==> config.mk <==
export PLATFORM = sky130hd
export DESIGN_NAME = cordic_act_unit
export DESIGN_NICKNAME = d
export VERILOG_FILES = /design/src/rtl/cordic_act_unit.sv
export SDC_FILE = /design/constraint.sdc
export NUM_CORES = 1
export LEC_CHECK = 0
export CAP_MARGIN = 20
export CELL_PAD_IN_SITES_DETAIL_PLACEMENT = 0
export CELL_PAD_IN_SITES_GLOBAL_PLACEMENT = 2
export CORE_ASPECT_RATIO = 1.5
export CORE_MARGIN = 1
export CORE_UTILIZATION = 38
export DETAILED_ROUTE_END_ITERATION = 10
export PLACE_DENSITY_LB_ADDON = 0.1
export SYNTH_ARGS = -nofsm -noshare
export SYNTH_HDL_FRONTEND = slang
export SYNTH_SLANG_ARGS = --single-unit
export TNS_END_PERCENT = 30
==> constraint.sdc <==
create_clock -name clk -period 12.4 [get_ports clk]
set_input_delay 3.1 -clock clk [delete_from_list [all_inputs] [get_ports clk]]
set_output_delay 3.1 -clock clk [all_outputs]
set_load 0.02 [all_outputs]
==> src/rtl/cordic_act_unit.sv <==
// Neuron activation unit: sigmoid/tanh via hyperbolic CORDIC + linear-vectoring divide, ReLU/leaky direct.
// Optional macro ACT_CLAMP_EN clamps sigmoid/tanh inputs to [-1.0,+1.0] before the CORDIC.
module cordic_act_unit #(
    parameter int WIDTH      = 15,
    parameter int FRAC       = 10,
    parameter int ITER       = 14,
    parameter int GUARD      = 3,
    parameter int KINV       = 1236,
    parameter int LEAK_SHIFT = 3
) (
    input  logic             clk,
    input  logic             ext_reset,
    input  logic             in_valid,
    output logic             in_ready,
    input  logic [WIDTH:0]   in_data,
    input  logic [1:0]       in_mode,
    output logic             out_valid,
    input  logic             out_ready,
    output logic [WIDTH:0]   out_data,
    output logic             out_oor,
    output logic             busy
);
    localparam int IW     = WIDTH + 1 + GUARD + 2;
    localparam int SC     = FRAC + GUARD;
    localparam int HSTEPS = ITER + ((ITER >= 4) ? 1 : 0) + ((ITER >= 13) ? 1 : 0);
    localparam int CW     = $clog2(HSTEPS);

    localparam logic signed [IW-1:0]  ONE_I = IW'(1 << SC);
    localparam logic signed [IW-1:0]  ONE_O = IW'(1 << FRAC);
    localparam logic signed [IW-1:0]  NEG_O = -ONE_O;
    localparam logic signed [WIDTH:0] ONE_Z = (WIDTH+1)'(1 << FRAC);
    localparam logic signed [WIDTH:0] NEG_Z = -ONE_Z;

    typedef enum logic [2:0] {IDLE, HYP, PREP, DIV, DONE} state_t;

    state_t                  state, state_nx;
    logic signed [WIDTH:0]   z_r, zc;
    logic [1:0]              mode_r;
    logic signed [IW-1:0]    x, y, w, x_h, y_h, w_h, q_s;
    logic [CW-1:0]           cnt;
    logic [WIDTH:0]          res;
    int                      hk;

    // atanh(2^-k) held at 2^16 scale, rescaled to the internal 2^(FRAC+GUARD) format
    function automatic logic signed [IW-1:0] atanh_c(input int k);
        int t16;
        case (k)
            1:       t16 = 35999;
            2:       t16 = 16739;
            3:       t16 = 8235;
            4:       t16 = 4101;
            5:       t16 = 2049;
            6:       t16 = 1024;
            default: t16 = (k <= 16) ? (1 << (16 - k)) : 0;
        endcase
        if (SC >= 16) return IW'(t16 << (SC - 16));
        else          return IW'((t16 + (1 << (15 - SC))) >>> (16 - SC));
    endfunction

    assign in_ready = (state == IDLE);
    assign busy     = (state != IDLE);

    always_ff @(posedge clk or posedge ext_reset) begin
        if (ext_reset) state <= IDLE;
        else           state <= state_nx;
    end

    always_comb begin
        state_nx = state;
        case (state)
            IDLE:    if (in_valid) state_nx = in_mode[1] ? DONE : HYP;
            HYP:     if (cnt == CW'(HSTEPS - 1)) state_nx = PREP;
            PREP:    state_nx = DIV;
            DIV:     if (cnt == CW'(ITER - 1)) state_nx = DONE;
            DONE:    if (out_valid && out_ready) state_nx = IDLE;
            default: state_nx = IDLE;
        endcase
    end

    always_comb begin
        zc = in_data;
`ifdef ACT_CLAMP_EN
        if (!in_mode[1]) begin
            if (zc > ONE_Z)      zc = ONE_Z;
            else if (zc < NEG_Z) zc = NEG_Z;
        end
`endif
    end

    // shift sequence 1,2,3,4,4,5,...,13,13,14 so the hyperbolic iteration converges
    always_comb begin
        hk = int'(cnt) + 1 - ((int'(cnt) >= 4) ? 1 : 0)
                           - ((ITER >= 13 && int'(cnt) >= 14) ? 1 : 0);
        if (!w[IW-1]) begin
            x_h = x + (y >>> hk);
            y_h = y + (x >>> hk);
            w_h = w - atanh_c(hk);
        end else begin
            x_h = x - (y >>> hk);
            y_h = y - (x >>> hk);
            w_h = w + atanh_c(hk);
        end
    end

    always_comb begin
        res = '0;
        q_s = w >>> GUARD;
        case (mode_r)
            2'b00: begin
                if (q_s[IW-1])       res = '0;
                else if (q_s > ONE_O) res = ONE_O[WIDTH:0];
                else                  res = q_s[WIDTH:0];
            end
            2'b01: begin
                if (q_s < NEG_O)      res = NEG_O[WIDTH:0];
                else if (q_s > ONE_O) res = ONE_O[WIDTH:0];
                else                  res = q_s[WIDTH:0];
            end
            2'b10: begin
                if (z_r[WIDTH]) res = '0;
                else            res = z_r;
            end
            default: begin
                if (z_r[WIDTH]) res = z_r >>> LEAK_SHIFT;
                else            res = z_r;
            end
        endcase
    end

    // x/y/w are reused: cosh/sinh/angle in HYP, den/residual/quotient in DIV
    always_ff @(posedge clk or posedge ext_reset) begin
        if (ext_reset) begin
            z_r       <= '0;
            mode_r    <= '0;
            x         <= '0;
            y         <= '0;
            w         <= '0;
            cnt       <= '0;
            out_valid <= 1'b0;
            out_data  <= '0;
            out_oor   <= 1'b0;
        end else begin
            case (state)
                IDLE: if (in_valid) begin
                    z_r     <= $signed(in_data);
                    mode_r  <= in_mode;
                    out_oor <= ($signed(in_data) > ONE_Z) || ($signed(in_data) < NEG_Z);
                    x       <= IW'(KINV << GUARD);
                    y       <= '0;
                    w       <= $signed({{(IW-WIDTH-1){zc[WIDTH]}}, zc}) <<< GUARD;
                    cnt     <= '0;
                end
                HYP: begin
                    x   <= x_h;
                    y   <= y_h;
                    w   <= w_h;
                    cnt <= (cnt == CW'(HSTEPS - 1)) ? '0 : cnt + 1'b1;
                end
                PREP: begin
                    if (!mode_r[0]) begin
                        y <= x + y;
                        x <= x + y + ONE_I;
                    end
                    w <= '0;
                end
                DIV: begin
                    if (!y[IW-1]) begin
                        y <= y - (x >>> cnt);
                        w <= w + (ONE_I >>> cnt);
                    end else begin
                        y <= y + (x >>> cnt);
                        w <= w - (ONE_I >>> cnt);
                    end
                    cnt <= cnt + 1'b1;
                end
                DONE: begin
                    if (!out_valid) begin
                        out_valid <= 1'b1;
                        out_data  <= res;
                    end else if (out_ready) begin
                        out_valid <= 1'b0;
                    end
                end
                default: ;
            endcase
        end
    end
endmodule

==> results of run 1 <==
per-stage QoR:
stage	cell area (sq um)	instances	worst slack, ns
4_1_cts	18570	2939	2.056
3_5_place_dp	18250	2923	2.122
2_1_floorplan	17220	2389	3.374
3_3_place_gp	18250	2923	2.266
6_report	18570	2940	2.027
5_1_grt	18570	2940	1.113
state kept, by name, indices dropped and copies added (netlist names):
register and count:
state 3, mode_r 2, out_valid 1, out_data 16, y 21, out_oor 1
cnt 4, x 21, z_r 16, w 21
layer usage:
layer	GRT usage [%]	wire length [um]	up-vias
met4	22.89	5900	0
li1	-	-	8715
met3	2.011	2670	173
met1	33.45	26680	8897
met2	56.45	37640	596
met5	0	0	-
worst max-delay path, delay by kind of cell (launching register included):
kind	cells	cell delay (ns)
AOI/OAI and AO/OA	18	3.43
xor gates and xnor gates	3	0.42
adders and majority gates	8	2.75
buffers and inverters	5	1.18
DFF	1	0.33
and+or+nand+nor	8	2.10
layout by cell type, fill, tap and decap left out, types with 36 or more instances in the layout:
master | Yosys | final
a211oi_1 | 36 | 36
a221oi_1 | 40 | 40
ha_1 | 108 | 106
nor2_1 | 299 | 297
inv_1 | 80 | 79
nand3_1 | 52 | 52
o21ai_0 | 199 | 199
xnor2_1 | 109 | 107
buf_4 | 3 | 54
nor3_1 | 80 | 79
a21oi_1 | 190 | 188
mux2i_1 | 73 | 73
xor2_1 | 55 | 55
clkdlybuf4s50_1 | 0 | 41
a31oi_1 | 45 | 45
dfrtp_1 | 106 | 104
nand2_1 | 259 | 259
layout make-up:
cell class,count,area [sq um],share of cell area (%)
timing repair buffer,96,820.8,4.420
sequential,106,2655,14.30
inverter,86,325.3,1.752
clock buffer,9,225.2,1.213
clock inverter,7,91.34,0.4918
tap,582,728.2,3.921
multi-input combinational,2054,13720,73.91
worst paths after layout:
| path | cells past startpoint | to | slack, ns | start |
|---|---|---|---|---|
| worst max-delay path | 42 | w[20] | 2.03 | cnt[2] |
| worst min-delay path | 2 | out_data[10] | 0.49 | out_data[10] |
| worst max register to register | 42 | w[20] | 2.03 | cnt[2] |
| worst min register to register | 2 | out_data[10] | 0.49 | out_data[10] |
| max in group asynchronous | 3 | w[20] | 7.89 | ext_reset |
| min in group asynchronous | 2 | y[18] | 3.12 | ext_reset |
kinds of logic after synthesis:
| kind of cell | count (synthesis) |
|---|---|
| AO/OA/AOI/OAI | 763 |
| XOR/XNOR | 169 |
| adder cells (fa/ha/maj) | 112 |
| buffers and inverters | 229 |
| flip-flops | 106 |
| multiplexers | 124 |
| AND/OR/NAND/NOR | 886 |
==> metrics.md, run 1 <==
| Metric | Value |
|---|---|
| RSZ-0062 raised after global routing | no |
| Sequential area share after synthesis | 15.41% |
| Final Setup Violations | 0 |
| Drt total wl | ~73000 um |
| Share of cells above drive strength 1 | under 10% |
| H-tree depth | 3 |
| Status | complete, no violations |
| #FFs+latches synth | 106 |
| Simple-Gate Fraction of Synth Area | roughly 24% |
| WS Path Type | reg2reg |
| Num Clock Sinks | between 100 and 150 |
| Layout area overhead | 7.855% |
| IO Pins | 42 |
| DRT Pass-1 Iters | 6 |
| CTS buffer count | 9 |
| Root buffer cell | clkbuf_16 |
| Post-synthesis adder-cell area fraction | ~8.3% |
| Fill cells | 4672 |
| Post-synth EDFFs | 0 |
| Layout Nets | about 2500 |
| # Max-Cap Violations | 0 |
| Required time worst endpoint | around 13 ns |
| Vias/cell | 6.252 |
| Vias in the first global route | between 15000 and 20000 |
| Top cell type's share of synthesized area | 15.41% |
| Routability cong. | between 0.9 and 1 |
| Largest cells by area after synthesis | dfrtp_1 15%, ha_1 7.8%, nor2_1 6.5% |
| Die height | between 200 and 300 um |
| Cell area after synthesis | ~17000 sq um |
| Minimum clock period after layout | just over 10 ns |
| Synth unique cells | approximately 110 |
| Tot GR Track Use | a little under a third |
| YS warnings | 0 |
| Clk slew on worst S/H paths | around 0.09 ns |
| Worst path slowest cell | ha_2 |
| Cell taking the most area after synthesis | dfrtp_1 |
| CTS tree | yes |
| Worst skew pair latency | approximately 0.40 ns |
| Post-synth ARST share | 100.0% |
| Worst EP arrival | around 11 ns |
| PortBufs | 41 |
| Final Max Tran Viols | 0 |
| Clock buffer depth | 2 |
| DRT antenna net count | 0 |
| DPL Wire Length | 56520 um |
| Final TNS setup | 0 ns |
| Initial Util | about two fifths |
| Post-synth top cells | 299 x nor2_1, 259 x nand2_1, 199 x o21ai_0 |
| Multiplexer share of the synthesized area | 9.214% |
| Routed len/inst | ~25 um |
| Diode count | 0 |
| Max FO, Critical Path | 37 |
| First-pass GRT wire length | between 100000 and 150000 um |
| Worst path max stage delay | between 0.6 and 0.7 ns |
| Initial antenna violation count | 0 |
| Total die area | 46180 sq um |
| Total core area | ~45000 sq um |
| Top_reg_cell synth | dfrtp_1 |
| Post-CTS Resized | 0 |
| Fmax | 96.40 MHz |
| Synth Area in XOR/XNOR | under 10% |
| Most numerous cell in the Yosys netlist | nor2_1 |
| Largest family of logic cells by synthesized area | compound AO/OA/AOI/OAI gates |
| Drc violations | 0 |
| Kind of start point of the critical path | flop |
| Iteration-0 DRC count of the detailed router | between 1000 and 1500 |
| Vias | between 15000 and 20000 |
| Tcrit/Tclk final | a little over four fifths |
| Top cell by count, worst path | ha_1 |
| Post-Syn Instances | approximately 2400 |
| Total gr overflow | 0 |
| Hold violation count in the final report | 0 |
| Compound-gate portion of the synthesized area | between 20% and 30% |
| Mapped Nets | about 2500 |
| Crit end category | flop |
| Worst rel slew slack | a little over a quarter |
| Post-CTS Hold Buffers | 0 |
| Std cell rows | 95 |
| Final Hold Slack | roughly 0.5 ns |
| Die span in x | around 180 um |
| Layout Skew | roughly 0.022 ns |
| Post-CTS setup buffers | 0 |
| Worst Hold Class | reg2reg |
| Pin count of the biggest net entering global routing | 65 |
| Avg Inst Size Synth | just over 7 sq um |
| Worst-Margin Slew | 1.085 ns |
| Core Util, Final | between 40% and 50% |
Power of run 1 is not shown: default switching activity piles up to over one toggle a cycle in this logic, so the estimate is an artifact.
==> run 2, diff against run 1 <==
CORE_UTILIZATION = 34   (was 38)
clock period = 8.8 ns   (was 12.4 ns; I/O delays follow)
==> run 2 against run 1 <==
Net effect:
- utilization is 3.2 points lower
- non-clock buffer count grew 34
- routed wire length increased by 6.9%
- die area increased by 12%
- clock skew shrank 0.0096 ns
- worst setup slack got worse by 1.5 ns
- hold slack worse by 0.0031 ns
- final cell count is 3.9% higher
- critical path depth is 4 lower
- cell area up 2.7%
==> metrics.md, run 2 (synthesis results as in run 1) <==
| Metric | Value |
|---|---|
| Final Max Tran Viols | 0 |
| CTS buffer count | 9 |
| Tot GR Track Use | about 30% |
| Reg-to-reg startpoint | cnt[2] |
| Initial antenna violation count | 0 |
| Top Usage Layer GRT | met2 |
| # Max-Cap Violations | 0 |
| Commonest non-fill, non-tap cells in the layout | 297 x nor2_1, 258 x nand2_1, 192 x o21ai_0 |
| First-pass GRT wire length | between 100000 and 150000 um |
| Drt total wl | slightly below 80000 um |
| Vias in the first global route | 18480 |
| RR Endpoint | y[19] |
| Worst-Margin Slew | approximately 1 ns |
| Fill cells | around 5400 |
| Final Setup Violations | 0 |
| Clk slew on worst S/H paths | around 0.090 ns |
| Initial Util | between 30 and 40% |
| Status | complete, no violations |
| DPL Wire Length | 60930 um |
| HP Start | out_oor |
| Vias | between 15000 and 20000 |
| Worst rel slew slack | approximately a third |
| R2R Setup Slk | roughly 0.54 ns |
| Post-Layout Cell Count | about 3100 |
| Total core area | around 50000 sq um |
| Fmax | roughly 120 MHz |
| Vias/cell | approximately 6 |
| Minimum clock period after layout | a little over 8 ns |
| Hold depth | 2 |
| Diode count | 0 |
| WS Path Type | reg2reg |
| Post-CTS Hold Buffers | 0 |
| Layout Skew | roughly 0.012 ns |
| Pin count of the biggest net entering global routing | 65 |
| Total gr overflow | 0 |
| Num Clock Sinks | ~110 |
| Drc violations | 0 |
| Hold EP | out_oor |
| CTS tree | yes |
| Max FO, Critical Path | between 40 and 50 |
| IO Pins | 42 |
| Worst path max stage delay | ~0.6 ns |
| Kind of start point of the critical path | flop |
| Crit end category | flop |
| Std cell rows | 100 |
| Required time worst endpoint | between 9 and 10 ns |
| GR Util met3 | around 2.3% |
| DRT antenna net count | 0 |
| Final TNS setup | 0 ns |
| Met1 GRT Util | between 30% and 40% |
| Worst Hold Class | reg2reg |
| Worst skew pair latency | between 0.3 and 0.4 ns |
| Share of cells above drive strength 1 | ~10% |
| Total die area | about 52000 sq um |
| Clock buffer depth | 2 |
| Root buffer cell | clkbuf_16 |
| Layout Nets | around 2500 |
| DRT Pass-1 Iters | 5 |
| Commonest non-fill, non-tap cell in the layout | nor2_1 |
| Tcrit/Tclk final | a little over nine tenths |
| Routed len/inst | roughly 26 um |
| Die height | 277.6 um |
| Worst EP arrival | around 8.6 ns |
| Iteration-0 DRC count of the detailed router | around 1300 |
| Largest regs | w (21), x (21), y (21) |
| Dpl cells | 3038 |
| Met2 Resource Use GR | 56.59% |
| R2R depth | 38 |
| Worst path slowest cell | mux4_2 |
| Layout area overhead | 10.73% |
| Routability cong. | slightly above 0.9 |
| RSZ-0062 raised after global routing | yes |
| H-tree depth | 3 |
| Hold violation count in the final report | 0 |
| Die span in x | about 190 um |
| PortBufs | 41 |
[run 2: layer usage]
layer	share of wire [%]	routed length, um
met5	0	0
met1	37	28850
met3	2.9	2291
met4	6.5	5043
met2	54	41740
[run 2: worst max-delay path by stage]
stage | from | to
after floorplan | cnt[3] | w[20]
after global placement | cnt[2] | w[20]
after detailed placement | cnt[2] | w[20]
after CTS | cnt[2] | w[20]
after global routing | cnt[2] | w[20]
final | cnt[2] | y[19]
[run 2: stage by stage]
step | setup slack (ns) | util [%] | hold WS [ns] | cell area [sq um]
floorplan | 0.01764 | - | 0.4563 | 17230
global placement | 0.2972 | 37.39 | 0.4645 | 18620
detailed placement | 0.1449 | 37.39 | 0.4710 | 18620
CTS | 0.08431 | 38.05 | 0.4921 | 18950
global route | -0.03913 | 38.28 | 0.5374 | 19060
finish | 0.5412 | 38.28 | 0.4843 | 19060
[run 2: what timing repair did]
action                                  4_1_cts  5_1_grt
hold endpoints to repair                      0        0
endpoints found under the setup margin        0       14
resized for setup                             0       30
setup buffers                                 0        1
[run 2: critical path, delay by kind of cell, from the launching register on]
| family | cells | cell delay (ns) |
|---|---|---|
| buffers and inverters | 6 | 0.84 |
| multiplexers | 1 | 0.60 |
| flip-flops | 1 | 0.36 |
| XOR/XNOR | 2 | 0.38 |
| adder cells (fa/ha/maj) | 5 | 1.71 |
| AO/OA/AOI/OAI | 17 | 3.42 |
| AND/OR/NAND/NOR | 7 | 0.87 |
[run 2: cell type report]
| type | instances | area, sq um | area share, % |
|---|---|---|---|
| sequential | 106 | 2655 | 13.93 |
| timing repair buffer | 130 | 1102 | 5.782 |
| clock inverter | 7 | 106.4 | 0.5579 |
| clock buffer | 9 | 225.2 | 1.181 |
| inverter | 86 | 325.3 | 1.706 |
| tap | 663 | 829.5 | 4.351 |
| multi-input combinational | 2055 | 13820 | 72.49 |
Power of run 2 is left out for the same reason.
